**src/rtl/exception_trap_controller_pkg.sv**
```systemverilog
// Shared codes and FSM states for the exception trap controller.
// Imported by the selector, the controller and its interface users.
package exception_trap_controller_pkg;

  localparam logic [3:0] NO_E          = 4'h0;
  localparam logic [3:0] E_INST_FAULT  = 4'h1;
  localparam logic [3:0] E_ILLEGAL     = 4'h2;
  localparam logic [3:0] E_BREAK       = 4'h3;
  localparam logic [3:0] E_LOAD_MIS    = 4'h4;
  localparam logic [3:0] E_LOAD_FAULT  = 4'h5;
  localparam logic [3:0] E_STORE_MIS   = 4'h6;
  localparam logic [3:0] E_STORE_FAULT = 4'h7;
  localparam logic [3:0] E_ECALL       = 4'h8;

  localparam int FCNT_W = 4;

  typedef enum logic [2:0] {
    ST_IDLE     = 3'd0,
    ST_FLUSH    = 3'd1,
    ST_REDIRECT = 3'd2,
    ST_TRAP     = 3'd3,
    ST_RET      = 3'd4,
    ST_HALT     = 3'd5
  } state_e;

  function automatic int idx_w(input int n);
    return (n > 1) ? $clog2(n) : 1;
  endfunction

endpackage

```
**src/rtl/exception_trap_controller_if.sv**
```systemverilog
// Pipeline <-> trap controller bundle: exception codes, mret/mepc
// writes in; flush, redirect, CSR state and status out.
interface exception_trap_controller_if #(
  parameter int XLEN    = 32,
  parameter int NUM_SRC = 2,
  parameter int CODE_W  = 4,
  parameter int CNT_W   = 8
);

  logic [NUM_SRC*CODE_W-1:0] i_exc_code;
  logic [NUM_SRC*XLEN-1:0]   i_exc_pc;
  logic [NUM_SRC*XLEN-1:0]   i_exc_tval;
  logic                      i_mret;
  logic                      i_mepc_wr;
  logic [XLEN-1:0]           i_mepc_wdata;

  logic [NUM_SRC-1:0]        o_flush;
  logic                      o_redirect;
  logic [XLEN-1:0]           o_redirect_pc;
  logic [XLEN-1:0]           o_mepc;
  logic [XLEN-1:0]           o_mtval;
  logic [CODE_W-1:0]         o_mcause;
  logic                      o_trap_permission;
  logic                      o_halt;
  logic [CNT_W-1:0]          o_exc_count;

  modport master (
    output i_exc_code, i_exc_pc, i_exc_tval,
    output i_mret, i_mepc_wr, i_mepc_wdata,
    input  o_flush, o_redirect, o_redirect_pc,
    input  o_mepc, o_mtval, o_mcause,
    input  o_trap_permission, o_halt, o_exc_count
  );

  modport slave (
    input  i_exc_code, i_exc_pc, i_exc_tval,
    input  i_mret, i_mepc_wr, i_mepc_wdata,
    output o_flush, o_redirect, o_redirect_pc,
    output o_mepc, o_mtval, o_mcause,
    output o_trap_permission, o_halt, o_exc_count
  );

endinterface

```
**src/rtl/exception_trap_controller_sel.sv**
```systemverilog
// Oldest-first exception selector: the highest-index stage with a
// nonzero code wins; outputs valid, index and the winner's code/pc/tval.
module exception_trap_controller_sel
  import exception_trap_controller_pkg::*;
#(
  parameter int XLEN    = 32,
  parameter int NUM_SRC = 2,
  parameter int CODE_W  = 4,
  parameter int IDX_W   = idx_w(NUM_SRC)
) (
  input  logic [NUM_SRC*CODE_W-1:0] code_i,
  input  logic [NUM_SRC*XLEN-1:0]   pc_i,
  input  logic [NUM_SRC*XLEN-1:0]   tval_i,
  output logic                      valid_o,
  output logic [IDX_W-1:0]          idx_o,
  output logic [CODE_W-1:0]         code_o,
  output logic [XLEN-1:0]           pc_o,
  output logic [XLEN-1:0]           tval_o
);

  // Ascending scan: a later (older) hit overrides earlier ones.
  always_comb begin
    valid_o = 1'b0;
    idx_o   = '0;
    code_o  = '0;
    pc_o    = '0;
    tval_o  = '0;
    for (int k = 0; k < NUM_SRC; k++) begin
      if (|code_i[k*CODE_W +: CODE_W]) begin
        valid_o = 1'b1;
        idx_o   = IDX_W'(k);
        code_o  = code_i[k*CODE_W +: CODE_W];
        pc_o    = pc_i[k*XLEN +: XLEN];
        tval_o  = tval_i[k*XLEN +: XLEN];
      end
    end
  end

endmodule

```
**src/rtl/exception_trap_controller.sv**
```systemverilog
// Trap sequencer: flush, latch mepc/mcause/mtval, redirect, handler, mret.
// Ports: i_clk, i_rst_n (sync, active low), bus (slave modport).
module exception_trap_controller
  import exception_trap_controller_pkg::*;
#(
  parameter int              XLEN      = 32,
  parameter int              NUM_SRC   = 2,
  parameter int              CODE_W    = 4,
  parameter int              FLUSH_CYC = 2,
  parameter logic [XLEN-1:0] TRAP_VEC  = '0,
  parameter int              CNT_W     = 8
) (
  input  logic                        i_clk,
  input  logic                        i_rst_n,
  exception_trap_controller_if.slave  bus
);

  localparam int IDX_W = idx_w(NUM_SRC);

  state_e              state_q, state_d;
  logic [FCNT_W-1:0]   fcnt_q, fcnt_d;
  logic [NUM_SRC-1:0]  mask_q, mask_d;
  logic [XLEN-1:0]     mepc_q, mepc_d;
  logic [XLEN-1:0]     mtval_q, mtval_d;
  logic [CODE_W-1:0]   mcause_q, mcause_d;
  logic [CNT_W-1:0]    count_q, count_d;

  logic                win_v;
  logic [IDX_W-1:0]    win_idx;
  logic [CODE_W-1:0]   win_code;
  logic [XLEN-1:0]     win_pc;
  logic [XLEN-1:0]     win_tval;
  logic [NUM_SRC-1:0]  win_mask;
  logic [CNT_W-1:0]    count_inc;

  logic [NUM_SRC-1:0]  flush;
  logic                redirect;
  logic [XLEN-1:0]     redirect_pc;
  logic                perm;
  logic                halt;

  exception_trap_controller_sel #(
    .XLEN    (XLEN),
    .NUM_SRC (NUM_SRC),
    .CODE_W  (CODE_W),
    .IDX_W   (IDX_W)
  ) u_sel (
    .code_i  (bus.i_exc_code),
    .pc_i    (bus.i_exc_pc),
    .tval_i  (bus.i_exc_tval),
    .valid_o (win_v),
    .idx_o   (win_idx),
    .code_o  (win_code),
    .pc_o    (win_pc),
    .tval_o  (win_tval)
  );

  // Squash the winner and every younger stage behind it.
  always_comb begin
    win_mask = '0;
    for (int k = 0; k < NUM_SRC; k++) begin
      win_mask[k] = (k <= int'(win_idx));
    end
  end

  assign count_inc = (&count_q) ? count_q : count_q + 1'b1;

  always_comb begin
    state_d  = state_q;
    fcnt_d   = fcnt_q;
    mask_d   = mask_q;
    mepc_d   = mepc_q;
    mtval_d  = mtval_q;
    mcause_d = mcause_q;
    count_d  = count_q;
    unique case (state_q)
      ST_IDLE: begin
        if (win_v) begin
          state_d  = ST_FLUSH;
          fcnt_d   = FCNT_W'(FLUSH_CYC - 1);
          mask_d   = win_mask;
          mepc_d   = win_pc;
          mtval_d  = win_tval;
          mcause_d = win_code;
          count_d  = count_inc;
        end
      end
      ST_FLUSH: begin
        if (fcnt_q == '0) begin
          state_d = ST_REDIRECT;
        end else begin
          fcnt_d = fcnt_q - 1'b1;
        end
      end
      ST_REDIRECT: state_d = ST_TRAP;
      ST_TRAP: begin
        // A fault inside the handler beats mret and mepc writes.
        if (win_v) begin
          state_d = ST_HALT;
          count_d = count_inc;
        end else begin
          if (bus.i_mepc_wr) mepc_d = bus.i_mepc_wdata;
          if (bus.i_mret) state_d = ST_RET;
        end
      end
      ST_RET:  state_d = ST_IDLE;
      ST_HALT: state_d = ST_HALT;
      default: state_d = ST_IDLE;
    endcase
  end

  // Pure decode of registered state.
  always_comb begin
    flush       = '0;
    redirect    = 1'b0;
    redirect_pc = '0;
    perm        = 1'b0;
    halt        = 1'b0;
    unique case (state_q)
      ST_FLUSH: flush = mask_q;
      ST_REDIRECT: begin
        flush       = '1;
        redirect    = 1'b1;
        redirect_pc = TRAP_VEC;
      end
      ST_TRAP: perm = 1'b1;
      ST_RET: begin
        flush       = '1;
        redirect    = 1'b1;
        redirect_pc = mepc_q;
        perm        = 1'b1;
      end
      ST_HALT: begin
        flush = '1;
        halt  = 1'b1;
      end
      default: ;
    endcase
  end

  always_ff @(posedge i_clk) begin
    if (!i_rst_n) begin
      state_q  <= ST_IDLE;
      fcnt_q   <= '0;
      mask_q   <= '0;
      mepc_q   <= '0;
      mtval_q  <= '0;
      mcause_q <= '0;
      count_q  <= '0;
    end else begin
      state_q  <= state_d;
      fcnt_q   <= fcnt_d;
      mask_q   <= mask_d;
      mepc_q   <= mepc_d;
      mtval_q  <= mtval_d;
      mcause_q <= mcause_d;
      count_q  <= count_d;
    end
  end

  assign bus.o_flush           = flush;
  assign bus.o_redirect        = redirect;
  assign bus.o_redirect_pc     = redirect_pc;
  assign bus.o_mepc            = mepc_q;
  assign bus.o_mtval           = mtval_q;
  assign bus.o_mcause          = mcause_q;
  assign bus.o_trap_permission = perm;
  assign bus.o_halt            = halt;
  assign bus.o_exc_count       = count_q;

endmodule

```
**src/flat_wrapper.sv**
```systemverilog
// flat-port wrapper written by rule: the top's interface ports become plain ports
module exception_trap_controller_flat import exception_trap_controller_pkg::*;
#(
  parameter int              XLEN      = 32,
  parameter int              NUM_SRC   = 2,
  parameter int              CODE_W    = 4,
  parameter int              FLUSH_CYC = 2,
  parameter logic [XLEN-1:0] TRAP_VEC  = '0,
  parameter int              CNT_W     = 8
)
  (i_clk, i_rst_n, bus_i_exc_code, bus_i_exc_pc, bus_i_exc_tval, bus_i_mret, bus_i_mepc_wr, bus_i_mepc_wdata, bus_o_flush, bus_o_redirect, bus_o_redirect_pc, bus_o_mepc, bus_o_mtval, bus_o_mcause, bus_o_trap_permission, bus_o_halt, bus_o_exc_count);
  exception_trap_controller_if #(.XLEN(XLEN), .NUM_SRC(NUM_SRC), .CODE_W(CODE_W), .CNT_W(CNT_W)) bus_i ();
  input  logic i_clk;
  input  logic i_rst_n;
  input wire logic [$bits(bus_i.i_exc_code)-1:0] bus_i_exc_code;
  input wire logic [$bits(bus_i.i_exc_pc)-1:0] bus_i_exc_pc;
  input wire logic [$bits(bus_i.i_exc_tval)-1:0] bus_i_exc_tval;
  input wire logic [$bits(bus_i.i_mret)-1:0] bus_i_mret;
  input wire logic [$bits(bus_i.i_mepc_wr)-1:0] bus_i_mepc_wr;
  input wire logic [$bits(bus_i.i_mepc_wdata)-1:0] bus_i_mepc_wdata;
  output wire logic [$bits(bus_i.o_flush)-1:0] bus_o_flush;
  output wire logic [$bits(bus_i.o_redirect)-1:0] bus_o_redirect;
  output wire logic [$bits(bus_i.o_redirect_pc)-1:0] bus_o_redirect_pc;
  output wire logic [$bits(bus_i.o_mepc)-1:0] bus_o_mepc;
  output wire logic [$bits(bus_i.o_mtval)-1:0] bus_o_mtval;
  output wire logic [$bits(bus_i.o_mcause)-1:0] bus_o_mcause;
  output wire logic [$bits(bus_i.o_trap_permission)-1:0] bus_o_trap_permission;
  output wire logic [$bits(bus_i.o_halt)-1:0] bus_o_halt;
  output wire logic [$bits(bus_i.o_exc_count)-1:0] bus_o_exc_count;
  assign bus_i.i_exc_code = bus_i_exc_code;
  assign bus_i.i_exc_pc = bus_i_exc_pc;
  assign bus_i.i_exc_tval = bus_i_exc_tval;
  assign bus_i.i_mret = bus_i_mret;
  assign bus_i.i_mepc_wr = bus_i_mepc_wr;
  assign bus_i.i_mepc_wdata = bus_i_mepc_wdata;
  assign bus_o_flush = bus_i.o_flush;
  assign bus_o_redirect = bus_i.o_redirect;
  assign bus_o_redirect_pc = bus_i.o_redirect_pc;
  assign bus_o_mepc = bus_i.o_mepc;
  assign bus_o_mtval = bus_i.o_mtval;
  assign bus_o_mcause = bus_i.o_mcause;
  assign bus_o_trap_permission = bus_i.o_trap_permission;
  assign bus_o_halt = bus_i.o_halt;
  assign bus_o_exc_count = bus_i.o_exc_count;
  exception_trap_controller #(.XLEN(XLEN), .NUM_SRC(NUM_SRC), .CODE_W(CODE_W), .FLUSH_CYC(FLUSH_CYC), .TRAP_VEC(TRAP_VEC), .CNT_W(CNT_W)) u_core (.i_clk(i_clk), .i_rst_n(i_rst_n), .bus(bus_i));
endmodule
```
**config.mk**
```make
export PLATFORM = sky130hd
export DESIGN_NAME = exception_trap_controller_flat
export DESIGN_NICKNAME = d
export VERILOG_FILES = /design/src/rtl/exception_trap_controller_pkg.sv /design/src/rtl/exception_trap_controller_if.sv /design/src/rtl/exception_trap_controller_sel.sv /design/src/rtl/exception_trap_controller.sv /design/src/flat_wrapper.sv
export SDC_FILE = /design/constraint.sdc
export NUM_CORES = 1
export LEC_CHECK = 0
export ABC_CLOCK_PERIOD_IN_PS = 1960
export BUFFER_PORTS_ARGS = -buffer_cell sky130_fd_sc_hd__buf_2
export CAP_MARGIN = 40
export CORE_ASPECT_RATIO = 0.7
export CORE_MARGIN = 5
export CORE_UTILIZATION = 35
export CTS_CLUSTER_SIZE = 24
export DETAILED_ROUTE_END_ITERATION = 12
export MAX_ROUTING_LAYER = met4
export PLACE_DENSITY = 0.79
export RECOVER_POWER = 100
export REMOVE_ABC_BUFFERS = 1
export SETUP_SLACK_MARGIN = 0.15
export SLEW_MARGIN = 20
export SYNTH_ARGS = -nofsm -noshare
export SYNTH_HDL_FRONTEND = slang
export SYNTH_SLANG_ARGS = --single-unit
```
**constraint.sdc**
```tcl
create_clock -name i_clk -period 1.96 [get_ports i_clk]
set_input_delay 0.392 -clock i_clk [delete_from_list [all_inputs] [get_ports i_clk]]
set_output_delay 0.392 -clock i_clk [all_outputs]
set_load 0.03 [all_outputs]
```
# Yosys cells after proc, flatten, opt, wreduce, memory -nomap -nowiden
# Index checks and enable logic that the tools add are counted.
[totals]
regBits = 85
out_inout_bits = 113
elab_cells = 64
[op_classes]
n_mux = 26
reduce_logical = 16
n_addsub = 2
n_eq_ne = 11
magnitude_cmp = 1
bitwise_logic = 1
[op_table]
columns = ["cell", "n"]
rows = [
  ["2-to-1 mux 32 bit", 8],
  ["case mux 32 bit (2 select lines)", 1],
  ["2-to-1 mux 4 bit", 4],
  ["case mux 3 bit (5 select lines)", 1],
  ["2-to-1 mux 3 bit", 4],
  ["AND reduction 3 bit", 3],
  ["adder 8 x 1 -> 8 bit, second input constant", 1],
  ["!= test 2 bit, second input constant", 4],
  ["case mux 4 bit (2 select lines)", 1],
  ["AND reduction 8 bit", 1],
  ["OR reduction 4 bit", 2],
  ["equality test 3 x 2 -> 1 bit, second input constant", 2],
  ["equality test 3 bit, second input constant", 2],
  ["2-to-1 mux 1 bit", 6],
  ["OR reduction 2 bit", 3],
  ["zero test 4 bit", 1],
  ["case mux 2 bit (2 select lines)", 1],
  ["AND reduction 4 bit", 1],
  ["nonzero test 2 bit", 2],
  ["subtractor 4 x 1 -> 4 bit, second input constant", 1],
  ["equality test 3 x 1 -> 1 bit, second input constant", 1],
  ["zero test 3 bit", 1],
  ["!= test 3 bit, second input constant", 1],
  ["OR reduction 3 bit", 1],
  ["4 further kinds", 4],
]

# Depth between registers and ports, before layout
# Gate-level depths: netlist of the first run.
[logic_depth]
depth_word = 5
ltp_mapped = 6
depth_no_buf = 6

# By module
# From an unflattened synthesis of the first run, not the netlist that was laid out.
[unflattened]
hier_cells = 641
hier_area_um2 = 5929.4
[by_module_without_submodules]
columns = ["mod", "area_each_um2", "cells_each", "instances"]
rows = [
  ["exception_trap_controller", 4021.4, 462, 1],
  ["exception_trap_controller_sel", 1908.1, 179, 1],
]

# Least setup slack after synthesis of the first run
# No wires, ideal clock.
[synth_path]
path_kind = "input to register"
startpoint = "input port bus_i_exc_code[4]"
endpoint = "register u_core.mepc_q[0] (netlist: u_core.bus.o_mepc[0])"
cell_stages = 5
path_buffers = 2
arrival_time_ns = 1.768
setup_time_ns = 0.128
t_required_ns = 1.832
path_slack_ns = 0.064
path_cell_list = "or4_4 -> buf_4 -> clkbuf_1 -> a221oi_1 -> o32ai_2"
[synth_via]
elab_chain_len = 4
word_cells_on_any_way = 8
cone_classes = "eq/ne: 2; mux: 4; reduce/logical: 2"
[synth_lines]
columns = ["item", "line_no", "source"]
rows = [
  ["from (decl)", "flat_wrapper.sv:15", "input wire logic [$bits(bus_i.i_exc_code)-1:0] bus_i_exc_code;"],
  ["OR reduction 4 bit (*)", "exception_trap_controller_sel.sv:29", "if (|code_i[k*CODE_W +: CODE_W]) begin"],
  ["2-to-1 mux 1 bit / 2-to-1 mux 32 bit (equally long branches)", "exception_trap_controller_sel.sv:29", ""],
  ["!= test 2 bit (no source line) / 2-to-1 mux 32 bit (equally long branches)", "-", ""],
  ["AND reduction 4 bit (no source line) / case mux 32 bit (2 select lines) (equally long branches)", "-", ""],
  ["to (signal assigned)", "exception_trap_controller.sv:154", "mepc_q <= mepc_d;"],
  ["to (decl)", "exception_trap_controller.sv:23", "logic [XLEN-1:0] mepc_q, mepc_d;"],
]
# Mark *: on every way between the ends. The rest lies on a longest branch, timed or not. The select of a mux whose other input is x is not followed.
# A chain may end at the register's enable or synchronous reset.

# Final worst setup path of the first run
[layout_path]
startpoint = "register u_core.state_q[0]"
endpoint = "output port bus_o_redirect_pc[12]"
[layout_via]
elab_chain_len = 2
[layout_lines]
columns = ["item", "line_no", "source"]
rows = [
  ["from (decl)", "exception_trap_controller.sv:20", "state_e state_q, state_d;"],
  ["from (signal assigned)", "exception_trap_controller.sv:151", "state_q <= state_d;"],
  ["equality test 3 bit", "exception_trap_controller.sv:119", "unique case (state_q)"],
  ["2-to-1 mux 32 bit", "exception_trap_controller.sv:119", ""],
  ["to (decl)", "flat_wrapper.sv:23", "output wire logic [$bits(bus_i.o_redirect_pc)-1:0] bus_o_redirect_pc;"],
]
# No other way between the ends.

==> results.md, run 1 <==
- Outcome: finished with violations
- Violated checks: negative setup slack
- Delay-heaviest family, CP: buffers and inverters
- Main combinational cell family by area after synthesis: compound AO/OA/AOI/OAI gates
- Fraction of registers with async set/reset: 0%
- Wirelength per Cell: 18.8 um
- Global-route wire length before repair: 26300 um
- Number of distinct standard cells referenced by the synthesized netlist: 49
- Largest net degree at the start of global routing: 40
- Count of endpoints failing hold in the final timing report: 0
- Cell area after synthesis: 0.00446 mm^2
- Reported max-cap violation count: 0
- PD cells: 1060 mW/mm^2
- Area share of the largest cell type after synthesis: 38.2%
- Clock-pin slew on the worst setup and hold paths: 70 ps
- Bufs and invs on worst path: 4
- # H-tree levels: 3
- Synth Warn #: 0
- Startpoint of the lowest-slack register-to-register path: u_core.state_q[0]$_SDFFE_PN0P_
- Critical-path cell list: buf_6 > nor3_4 > buf_6 > clkbuf_16 > and2_4 > buf_6
- Startpoint of the most critical setup path: u_core.state_q[0]$_SDFFE_PN0P_
- DP HPWL: 11800 um
- Area added between synthesis and finish: 64.2%
- Port buffer count: 284
- Number of buffers added by the clock tree synthesis step: 9
- Hold crit path type: primary input to register
- Cell with the largest stage delay on the worst path: sky130_fd_sc_hd__dfxtp_4
- IO Pins: 285
- Worst hold path startpoint: bus_i_exc_tval[22]
- Placer Congestion: 0.825
- Least setup slack across all paths after layout: -17.3 ps
- Total die area: 0.0151 mm^2
- Via count of the first global-routing pass: 5288
- Worst Hold Path Cells: 3
- Die H: 104 um
- Accumulated negative setup slack: -135 ps
- Adder-cell share of the synthesized area: 0.842%
- Main synth FF type: sky130_fd_sc_hd__dfxtp_1
- Worst slew margin relative to its limit: 52.3%
- Path type of the worst setup path: register to output port
- Share of the synthesized area in compound gates (AO/OA/AOI/OAI): 36.6%
- Number of flip-flops and latches in the synthesized netlist: 85
- Type of element launching the critical path: register
- Transition at the pin with the smallest max-transition slack: 716 ps
- Count of inserted antenna diode cells: 0
- Xor and xnor fraction of the mapped netlist area: 0.196%
- Most area-hungry cell type in the Yosys netlist: sky130_fd_sc_hd__dfxtp_1
- Maximum clock insertion buffer count: 2
- Post-detailed-route DRC marker count: 0
- Area of the placeable core: 0.0125 mm^2
- Clock Root Buffer: sky130_fd_sc_hd__clkbuf_16
- Syn avg cell area: 8.87 um^2
- Slowest stage delay, CP: 350 ps
- Sequential share of the synthesized area: 38.2%
- Wirelength, routed: 18400 um
- Overall track demand over capacity in global routing: 21.0%
- Fraction of final layout cells sized beyond drive strength 1: 47.0%
- Die X: 145 um
- Simple-gate portion of the synthesized area: 15.2%
- Final-report setup violation count: 14
- Count of flip-flops with a built-in enable after synthesis: 0
- Largest fanout on the critical path: 8
- Kind of capture point of the worst setup path: output port
- Filler Cell Count: 1169
- Cell with the most instances after synthesis: sky130_fd_sc_hd__dfxtp_1
- Final worst clock skew: 8.45 ps
- Share of the clock period used by the worst path after layout: 101%
- Largest vdd supply drop: 0.749 mV
- Static Leak: 3.07 nW
- Most frequent CP cell: sky130_fd_sc_hd__buf_6
- Req. time, crit path: 1570 ps
- Post-layout net count: 990
- # hold bufs at CTS: 0
- Detailed-route vias per instance: 5.37
- Total grt overflow: 0
- Worst path arrival time: 1590 ps
- Drt first pass iters: 5
- Initial antenna violation count: 0
- Leading cell types by total area after synthesis: sky130_fd_sc_hd__dfxtp_1 (38%), sky130_fd_sc_hd__o32ai_2 (11%), sky130_fd_sc_hd__a221oi_1 (6.3%)
- Portion of netlist area occupied by mux cells: 0.449%
- Max-slew violation count: 0
- Worst reg-to-reg path cell count: 8
- Rows: 34
- Placement Setup Slack: -86.0 ps
- Post-Route Hold Slack: 342 ps
- Overall power consumption: 7.78 mW
- Most instantiated cells after synthesis: sky130_fd_sc_hd__dfxtp_1 (85), sky130_fd_sc_hd__a21oi_1 (45), sky130_fd_sc_hd__nor2_1 (41)
- DR vias: 5278
- Setup repair after global routing missed its margin: yes
- Post-detailed-route count of antenna-violating nets: 0
- Timing-limited maximum frequency: 0.506 GHz
- Clock tree sinks: 85
- First DRT Iteration DRCs: 391
- CTS tree: done
- Post-Synthesis Cells: 503
- Initial cell density of the core: 35.8%
- Latest clock arrival within the worst-skew pair: 340 ps
- Time the final worst path needs with I/O delays and setup: 1980 ps
- Levels on crit path: 6
==> registers in the layout (all words and copies together) (netlist names) <==
name                    cells
u_core.bus.o_exc_count      8
u_core.fcnt_q               4
u_core.state_q              3
u_core.bus.o_mcause         4
u_core.mask_q               2
u_core.bus.o_mtval         32
u_core.bus.o_mepc          32
==> where the power goes <==
part	switching, mW	internal, mW	total (mW)	leakage, nW
clock	0.760	1.14	1.90	0.159
sequential	0.284	2.12	2.41	0.705
combinational	2.14	1.33	3.47	2.20
total	3.19	4.59	7.78	3.07
==> cell type report <==
class	instances	area, um^2	area share [%]
inverters	38	143	1.95
clock inverters	7	105	1.44
repair buffers	350	2280	31.1
clock buffers	9	225	3.08
well taps	162	203	2.77
multi-input cells	331	2650	36.2
flip-flops and latches	85	1710	23.4
==> repair_timing <==
item | CTS | global route
setup endpoints to repair | 43 | 111
resized for setup | 87 | 103
pin swaps | 4 | 50
gates cloned | 1 | 8
buffers inserted | 7 | 7
==> logic make-up (layout without fill, tap and decap cells) <==
kind of cell,count (synthesis),after routing
flops,85,85
mux,2,2
compound gates,205,205
fa+ha+maj,3,3
simple gates,120,120
buf+inv,87,404
xor+xnor,1,1
==> per-stage QoR <==
| stage | instance area (um^2) | std cells | utilization [%] |
|---|---|---|---|
| after floorplan | 4220 | 454 | - |
| after global placement | 6310 | 943 | 50.6 |
| after detailed placement | 6310 | 943 | 50.6 |
| after CTS | 6990 | 967 | 56.1 |
| after global routing | 7320 | 982 | 58.8 |
| final | 7320 | 982 | 58.8 |
==> cells in the final DEF (no fill, tap or decap), types with 7 or more instances in the layout <==
master                      count
sky130_fd_sc_hd__nor2_1        40
sky130_fd_sc_hd__a221oi_1      24
sky130_fd_sc_hd__a221oi_2       8
sky130_fd_sc_hd__o22ai_1       33
sky130_fd_sc_hd__a21oi_1       41
sky130_fd_sc_hd__o21ai_0       19
sky130_fd_sc_hd__and2_1         8
sky130_fd_sc_hd__clkbuf_1      78
sky130_fd_sc_hd__o32ai_2       25
sky130_fd_sc_hd__inv_1         36
sky130_fd_sc_hd__dfxtp_1       81
sky130_fd_sc_hd__buf_4         28
sky130_fd_sc_hd__clkbuf_2       8
sky130_fd_sc_hd__clkbuf_16     13
sky130_fd_sc_hd__buf_2        172
sky130_fd_sc_hd__nor3_1         7
sky130_fd_sc_hd__and2_4        25
sky130_fd_sc_hd__o21ai_1       17
sky130_fd_sc_hd__buf_6         48
sky130_fd_sc_hd__buf_12         9
==> metal layers <==
layer,global-route usage (%),share of wire [%]
met2,35.5,50
met1,25.6,42
met4,6.12,1.8
met3,3.83,6.1
met5,-,0
==> worst reg2reg max path: cells and delay by family, from the launching register on <==
| family | cells | cell delay, ps |
|---|---|---|
| AND/OR/NAND/NOR | 2 | 650 |
| AO/OA/AOI/OAI | 2 | 260 |
| flip-flops | 1 | 350 |
| buffers and inverters | 4 | 620 |
==> final timing paths <==
check                                           endpoint  slack (ps)
setup / recovery                   bus_o_redirect_pc[12]         -20
hold / removal       u_core.bus.o_mtval[22]$_SDFFE_PN0P_         340
setup reg to reg  u_core.bus.o_exc_count[7]$_SDFFE_PN0P_          30
hold reg to reg       u_core.bus.o_mepc[13]$_SDFFE_PN0P_         490
(Power assumes the default switching activity.)
==> inputs of run 2 (changes only) <==
--- a/config.mk
+++ b/config.mk
@@ -5,7 +5,8 @@
 export SDC_FILE = /design/constraint.sdc
 export NUM_CORES = 1
 export LEC_CHECK = 0
-export ABC_CLOCK_PERIOD_IN_PS = 1960
+export ABC_AREA = 1
+export ABC_CLOCK_PERIOD_IN_PS = 2200
 export BUFFER_PORTS_ARGS = -buffer_cell sky130_fd_sc_hd__buf_2
 export CAP_MARGIN = 40
 export CORE_ASPECT_RATIO = 0.7
@@ -14,7 +15,7 @@
 export CTS_CLUSTER_SIZE = 24
 export DETAILED_ROUTE_END_ITERATION = 12
 export MAX_ROUTING_LAYER = met4
-export PLACE_DENSITY = 0.79
+export PLACE_DENSITY = 0.75
 export RECOVER_POWER = 100
 export REMOVE_ABC_BUFFERS = 1
 export SETUP_SLACK_MARGIN = 0.15
==> constraint.sdc (replaced) <==
create_clock -name i_clk -period 2.2 [get_ports i_clk]
set_input_delay 0.44 -clock i_clk [delete_from_list [all_inputs] [get_ports i_clk]]
set_output_delay 0.44 -clock i_clk [all_outputs]
set_load 0.03 [all_outputs]
==> results.md, run 2 <==
- Post-detailed-route count of antenna-violating nets: 0
- Area share of the largest cell type after synthesis: 35.7%
- Xor and xnor fraction of the mapped netlist area: 1.47%
- Total grt overflow: 0
- Largest fanout on the critical path: 16
- Main combinational cell family by area after synthesis: simple AND/OR/NAND/NOR gates
- Count of flip-flops with a built-in enable after synthesis: 0
- Maximum clock insertion buffer count: 2
- Filler Cell Count: 1402
- Main synth FF type: sky130_fd_sc_hd__dfxtp_1
- Post-detailed-route DRC marker count: 0
- Die H: 108 um
- Number of flip-flops and latches in the synthesized netlist: 85
- Clock tree sinks: 85
- Simple-gate portion of the synthesized area: 34.5%
- Initial antenna violation count: 2
- Largest net degree at the start of global routing: 38
- Port buffer count: 284
- Wirelength, routed: 18100 um
- DP HPWL: 13200 um
- Adder-cell share of the synthesized area: 0.787%
- Startpoint of the lowest-slack register-to-register path: u_core.state_q[2]$_SDFFE_PN0P_
- DR vias: 5788
- Cell area after synthesis: 0.00477 mm^2
- Final-report setup violation count: 0
- Detailed-route vias per instance: 4.82
- Worst slew margin relative to its limit: 61.2%
- Total die area: 0.0161 mm^2
- Largest vdd supply drop: 0.557 mV
- Clock-pin slew on the worst setup and hold paths: 70 ps
- Number of buffers added by the clock tree synthesis step: 9
- Rows: 35
- IO Pins: 285
- Placement Setup Slack: 255 ps
- Fraction of final layout cells sized beyond drive strength 1: 26.7%
- Post-Synthesis Cells: 742
- PD cells: 1230 mW/mm^2
- Placer Congestion: 0.845
- Global-route wire length before repair: 26700 um
- Most frequent standard cell in the layout excluding fill and tap cells: sky130_fd_sc_hd__buf_2
- Overall track demand over capacity in global routing: 21.2%
- First DRT Iteration DRCs: 422
- Startpoint of the most critical setup path: u_core.state_q[0]$_SDFFE_PN0P_
- Latest clock arrival within the worst-skew pair: 340 ps
- Synth Warn #: 0
- Kind of capture point of the worst setup path: output port
- Syn avg cell area: 6.43 um^2
- Portion of netlist area occupied by mux cells: 0%
- Most instantiated cells after synthesis: sky130_fd_sc_hd__nand2_1 (167), sky130_fd_sc_hd__nor2_1 (108), sky130_fd_sc_hd__a21oi_1 (93)
- Post-route insts no fill: 1200
- Worst path arrival time: 1610 ps
- CTS tree: done
- Type of element launching the critical path: register
- Via count of the first global-routing pass: 5338
- Area of the placeable core: 0.0133 mm^2
- Path type of the worst setup path: register to output port
- # H-tree levels: 3
- Setup repair after global routing missed its margin: yes
- Accumulated negative setup slack: 0 ps
- Static Leak: 3.16 nW
- Area added between synthesis and finish: 39.2%
- Number of instances in the placed design: 1177
- Final worst clock skew: 8.98 ps
- Post-layout net count: 1183
- Time the final worst path needs with I/O delays and setup: 2050 ps
- Sequential share of the synthesized area: 35.7%
- Drt first pass iters: 6
- Transition at the pin with the smallest max-transition slack: 581 ps
- Fraction of registers with async set/reset: 0%
- Count of endpoints failing hold in the final timing report: 0
- Req. time, crit path: 1760 ps
- Max-slew violation count: 0
- Cell with the most instances after synthesis: sky130_fd_sc_hd__nand2_1
- Overall power consumption: 8.16 mW
- Least setup slack across all paths after layout: 147 ps
- Most used cells in the layout excluding fill and tap cells: sky130_fd_sc_hd__buf_2 (171), sky130_fd_sc_hd__nand2_1 (164), sky130_fd_sc_hd__nor2_1 (108), sky130_fd_sc_hd__a21oi_1 (92), sky130_fd_sc_hd__dfxtp_1 (82)
- Number of distinct standard cells referenced by the synthesized netlist: 30
- Most area-hungry cell type in the Yosys netlist: sky130_fd_sc_hd__dfxtp_1
- Clock Root Buffer: sky130_fd_sc_hd__clkbuf_16
- Wirelength per Cell: 15.1 um
- Initial cell density of the core: 36.0%
- Leading cell types by total area after synthesis: sky130_fd_sc_hd__dfxtp_1 (36%), sky130_fd_sc_hd__nand2_1 (13%), sky130_fd_sc_hd__a21oi_1 (9.8%)
- Timing-limited maximum frequency: 0.487 GHz
- Hold crit path type: primary input to register
- Die X: 150 um
- Sequential cell area: 0.00171 mm^2
- Reported max-cap violation count: 0
- Worst hold path startpoint: bus_i_exc_code[7]
- Share of the synthesized area in compound gates (AO/OA/AOI/OAI): 17.6%
- Area used by multi-input combinational logic: 0.00262 mm^2
- Share of the clock period used by the worst path after layout: 93.3%
- Outcome: complete, no violations
[run 2: critical path, cell delays in order (launching register included)]
cell	delay, ps
sky130_fd_sc_hd__dfxtp_4	370
sky130_fd_sc_hd__nor3_2	250
sky130_fd_sc_hd__inv_4	120
sky130_fd_sc_hd__buf_12	170
sky130_fd_sc_hd__nor2_1	140
sky130_fd_sc_hd__clkbuf_2	230
[run 2: path summary, 6_finish.rpt]
kind / depth (start not counted) / slack [ps] / end
setup / recovery: 5 / 150 / bus_o_redirect_pc[15]
hold / removal: 3 / 360 / u_core.bus.o_mcause[3]$_SDFFE_PN0P_
setup reg to reg: 8 / 250 / u_core.bus.o_exc_count[3]$_SDFFE_PN0P_
hold reg to reg: 2 / 450 / u_core.mask_q[0]$_SDFFE_PN0P_
[run 2: report_power, final]
group / switching, mW / total [mW] / leakage (nW) / internal [mW]
logic: 3.00 / 4.15 / 2.32 / 1.14
registers: 0.407 / 2.53 / 0.705 / 2.13
clock network: 0.666 / 1.48 / 0.141 / 0.817
total: 4.08 / 8.16 / 3.16 / 4.09
[run 2: cell type report]
class | instances | area share, %
clock inverters | 6 | 0.772
flip-flops and latches | 85 | 25.8
well taps | 185 | 3.48
multi-input cells | 548 | 39.5
clock buffers | 10 | 3.60
inverters | 59 | 3.37
diodes | 2 | 0.0753
repair buffers | 305 | 23.4
[run 2: stage by stage]
stage               cell area [um^2]  hold WS [ps]  util (%)
CTS                             6750           338      50.9
global route                    6640           354      50.1
global placement                6340           442      47.8
floorplan                       4520           431         -
detailed placement              6340           449      47.8
finish                          6640           356      50.1
[run 2: logic make-up (layout without fill, tap and decap cells)]
group | Yosys count | count (layout)
compound gates | 153 | 153
xor+xnor | 8 | 8
fa+ha+maj | 3 | 3
buf+inv | 110 | 380
flops | 85 | 85
other cells | 0 | 2
simple gates | 383 | 384
[run 2: what timing repair did]
action | in CTS | in global routing
pin swaps | 1 | 2
gates resized for setup | 34 | 13
hold buffers | 0 | 0
setup buffers | 2 | 0
endpoints found under the hold margin | 0 | 0
gates cloned | 1 | 2
endpoints found under the setup margin | 36 | 51
[run 2: routing by layer]
| metal | track usage, % | wire [um] | up-vias | share of wire (%) |
|---|---|---|---|---|
| met5 | - | 0 | - | 0 |
| met4 | 4.70 | 173 | 0 | 0.96 |
| met3 | 5.47 | 1690 | 18 | 9.3 |
| met2 | 35.2 | 8700 | 260 | 48 |
| met1 | 26.1 | 7550 | 2564 | 42 |
| li1 | - | - | 2946 | - |
==> inputs of run 3 (changes only) <==
--- a/config.mk
+++ b/config.mk
@@ -11,11 +11,11 @@
 export CAP_MARGIN = 40
 export CORE_ASPECT_RATIO = 0.7
 export CORE_MARGIN = 5
-export CORE_UTILIZATION = 35
+export CORE_UTILIZATION = 44
 export CTS_CLUSTER_SIZE = 24
 export DETAILED_ROUTE_END_ITERATION = 12
 export MAX_ROUTING_LAYER = met4
-export PLACE_DENSITY = 0.75
+export PLACE_DENSITY_LB_ADDON = 0.15
 export RECOVER_POWER = 100
 export REMOVE_ABC_BUFFERS = 1
 export SETUP_SLACK_MARGIN = 0.15
==> results.md, run 3 (same netlist as run 2, synthesis figures left out) <==
- Port buffer count: 284
- Drt first pass iters: 5
- Number of buffers added by the clock tree synthesis step: 9
- Final-report setup violation count: 0
- Time the final worst path needs with I/O delays and setup: 2000 ps
- Routed met3 length: 1090 um
- Post-route insts no fill: 1140
- Die H: 97.1 um
- Kind of capture point of the worst setup path: output port
- Detailed-routed wire length on met2: 7550 um
- Post-detailed-route DRC marker count: 0
- Type of element launching the critical path: register
- Clock tree sinks: 85
- Internal power: 4.26 mW
- Worst slew margin relative to its limit: 53.7%
- First DRT Iteration DRCs: 375
- Total die area: 0.0131 mm^2
- Top routing layer used: met4
- Share of the clock period used by the worst path after layout: 90.9%
- IO Pins: 285
- CTS tree: done
- Static Leak: 3.14 nW
- Hold crit path type: primary input to register
- Bufs and invs on worst path: 4
- Die X: 134 um
- Via count of the first global-routing pass: 5017
- Proportion of power drawn by combinational gates: 50.0%
- Switching Share: 48.0%
- Post-detailed-route count of antenna-violating nets: 0
- Count of endpoints failing hold in the final timing report: 0
- Req. time, crit path: 1760 ps
- Latest clock arrival within the worst-skew pair: 340 ps
- Initial cell density of the core: 45.6%
- Most used cells in the layout excluding fill and tap cells: sky130_fd_sc_hd__buf_2 (172), sky130_fd_sc_hd__nand2_1 (165), sky130_fd_sc_hd__nor2_1 (108), sky130_fd_sc_hd__a21oi_1 (92), sky130_fd_sc_hd__dfxtp_1 (82)
- Fraction of final layout cells sized beyond drive strength 1: 25.9%
- Delay-heaviest family, CP: buffers and inverters
- DP HPWL: 11800 um
- Sequential share of power: 30.8%
- Final worst clock skew: 5.44 ps
- Maximum clock insertion buffer count: 2
- Area added between synthesis and finish: 36.8%
- Largest fanout on the critical path: 25
- Timing-limited maximum frequency: 0.500 GHz
- Setup repair after global routing missed its margin: no
- Post-layout net count: 1178
- Path type of the worst setup path: register to output port
- Largest vdd supply drop: 0.624 mV
- # H-tree levels: 3
- Final core area utilization: 62.3%
- Reported max-cap violation count: 0
- Number of instances in the placed design: 1124
- Wirelength, routed: 15800 um
- Rows: 31
- Clock-pin slew on the worst setup and hold paths: 60 ps
- # hold bufs at CTS: 0
- Cell with the largest stage delay on the worst path: sky130_fd_sc_hd__dfxtp_2
- Met1 Wirelength: 6920 um
- Detailed-route vias per instance: 4.95
- Max-slew violation count: 0
- Outcome: complete, no violations
- Clock power frac: 19.3%
- Transition at the pin with the smallest max-transition slack: 693 ps
- Wirelength per Cell: 13.9 um
- Most frequent standard cell in the layout excluding fill and tap cells: sky130_fd_sc_hd__buf_2
- Total grt overflow: 0
- Critical-path cell list: inv_1 > nor3_2 > inv_2 > buf_6 > nor2_1 > clkbuf_2
- DR vias: 5638
- Largest net degree at the start of global routing: 53
- Number of setup buffers added after CTS: 0
- Initial antenna violation count: 0
- Placer Congestion: 0.855
- Count of inserted antenna diode cells: 0
- Clock Root Buffer: sky130_fd_sc_hd__clkbuf_16
- Slowest stage delay, CP: 440 ps
- PD cells: 1250 mW/mm^2
- Global-route wire length before repair: 24700 um
- NetSw: 3.93 mW
- Area of the placeable core: 0.0105 mm^2
- Overall track demand over capacity in global routing: 23.5%
- Filler Cell Count: 1096
- Worst path arrival time: 1560 ps
[run 3: per-layer routing]
layer / global-route usage, % / up-vias
met5: - / -
met4: 6.03 / 0
met3: 5.12 / 28
met2: 38.4 / 206
met1: 29.7 / 2480
li1: - / 2924
[run 3: power by group through the flow]
stage	Sequential [mW]	Clock, mW	Combinational [mW]
4_1_cts	2.49	1.61	4.26
6_report	2.52	1.58	4.09
5_1_grt	2.59	1.68	4.52
2_1_floorplan	3.49	0	1.86
3_3_place_gp	2.51	0	4.21
3_5_place_dp	2.51	0	4.23
[run 3: area by class of cell]
class / instances / area [um^2] / share of cell area (%)
multi-input cells: 547 / 2620 / 40.1
clock buffers: 12 / 267 / 4.08
well taps: 132 / 165 / 2.53
inverters: 59 / 221 / 3.39
flip-flops and latches: 85 / 1710 / 26.1
repair buffers: 301 / 1500 / 22.9
clock inverters: 4 / 55.1 / 0.844
[run 3: worst paths after layout]
kind              slack (ps)                             endpoint  depth (start not counted)                      startpoint
setup / recovery         200                bus_o_redirect_pc[19]                          6  u_core.state_q[2]$_SDFFE_PN0P_
hold / removal           370  u_core.bus.o_mcause[0]$_SDFFE_PN0P_                          3               bus_i_exc_code[4]
setup reg to reg         260   u_core.bus.o_mepc[27]$_SDFFE_PN0P_                          8  u_core.state_q[0]$_SDFFE_PN0P_
hold reg to reg          470        u_core.mask_q[0]$_SDFFE_PN0P_                          2   u_core.mask_q[0]$_SDFFE_PN0P_
[run 3: timing repair]
item / in CTS / in global routing
resized for setup: 24 / 6
setup endpoints to repair: 35 / 35
pin swaps: 0 / 0
[run 3: worst reg2reg max path: stages (launching register included)]
cell and delay [ps]:
sky130_fd_sc_hd__dfxtp_2 400, sky130_fd_sc_hd__nand2_1 130, sky130_fd_sc_hd__nor2_4 120, sky130_fd_sc_hd__clkbuf_1 460, sky130_fd_sc_hd__nand2_1 150, sky130_fd_sc_hd__nand2_2 150, sky130_fd_sc_hd__nand2_4 190, sky130_fd_sc_hd__nor2_1 180
sky130_fd_sc_hd__nor2_1 60
[run 3: per-stage QoR]
stage                     hold WS [ps]  setup WS (ps)  instance area [um^2]  setup TNS [ps]  power [mW]
after floorplan                    431          -1720                  4520          -97460        5.35
after global placement             455            300                  6280               0        6.72
after detailed placement           456            281                  6280               0        6.74
after CTS                          355            181                  6660               0        8.36
after global routing               378           61.9                  6530               0        8.78
final                              365            200                  6530               0        8.18
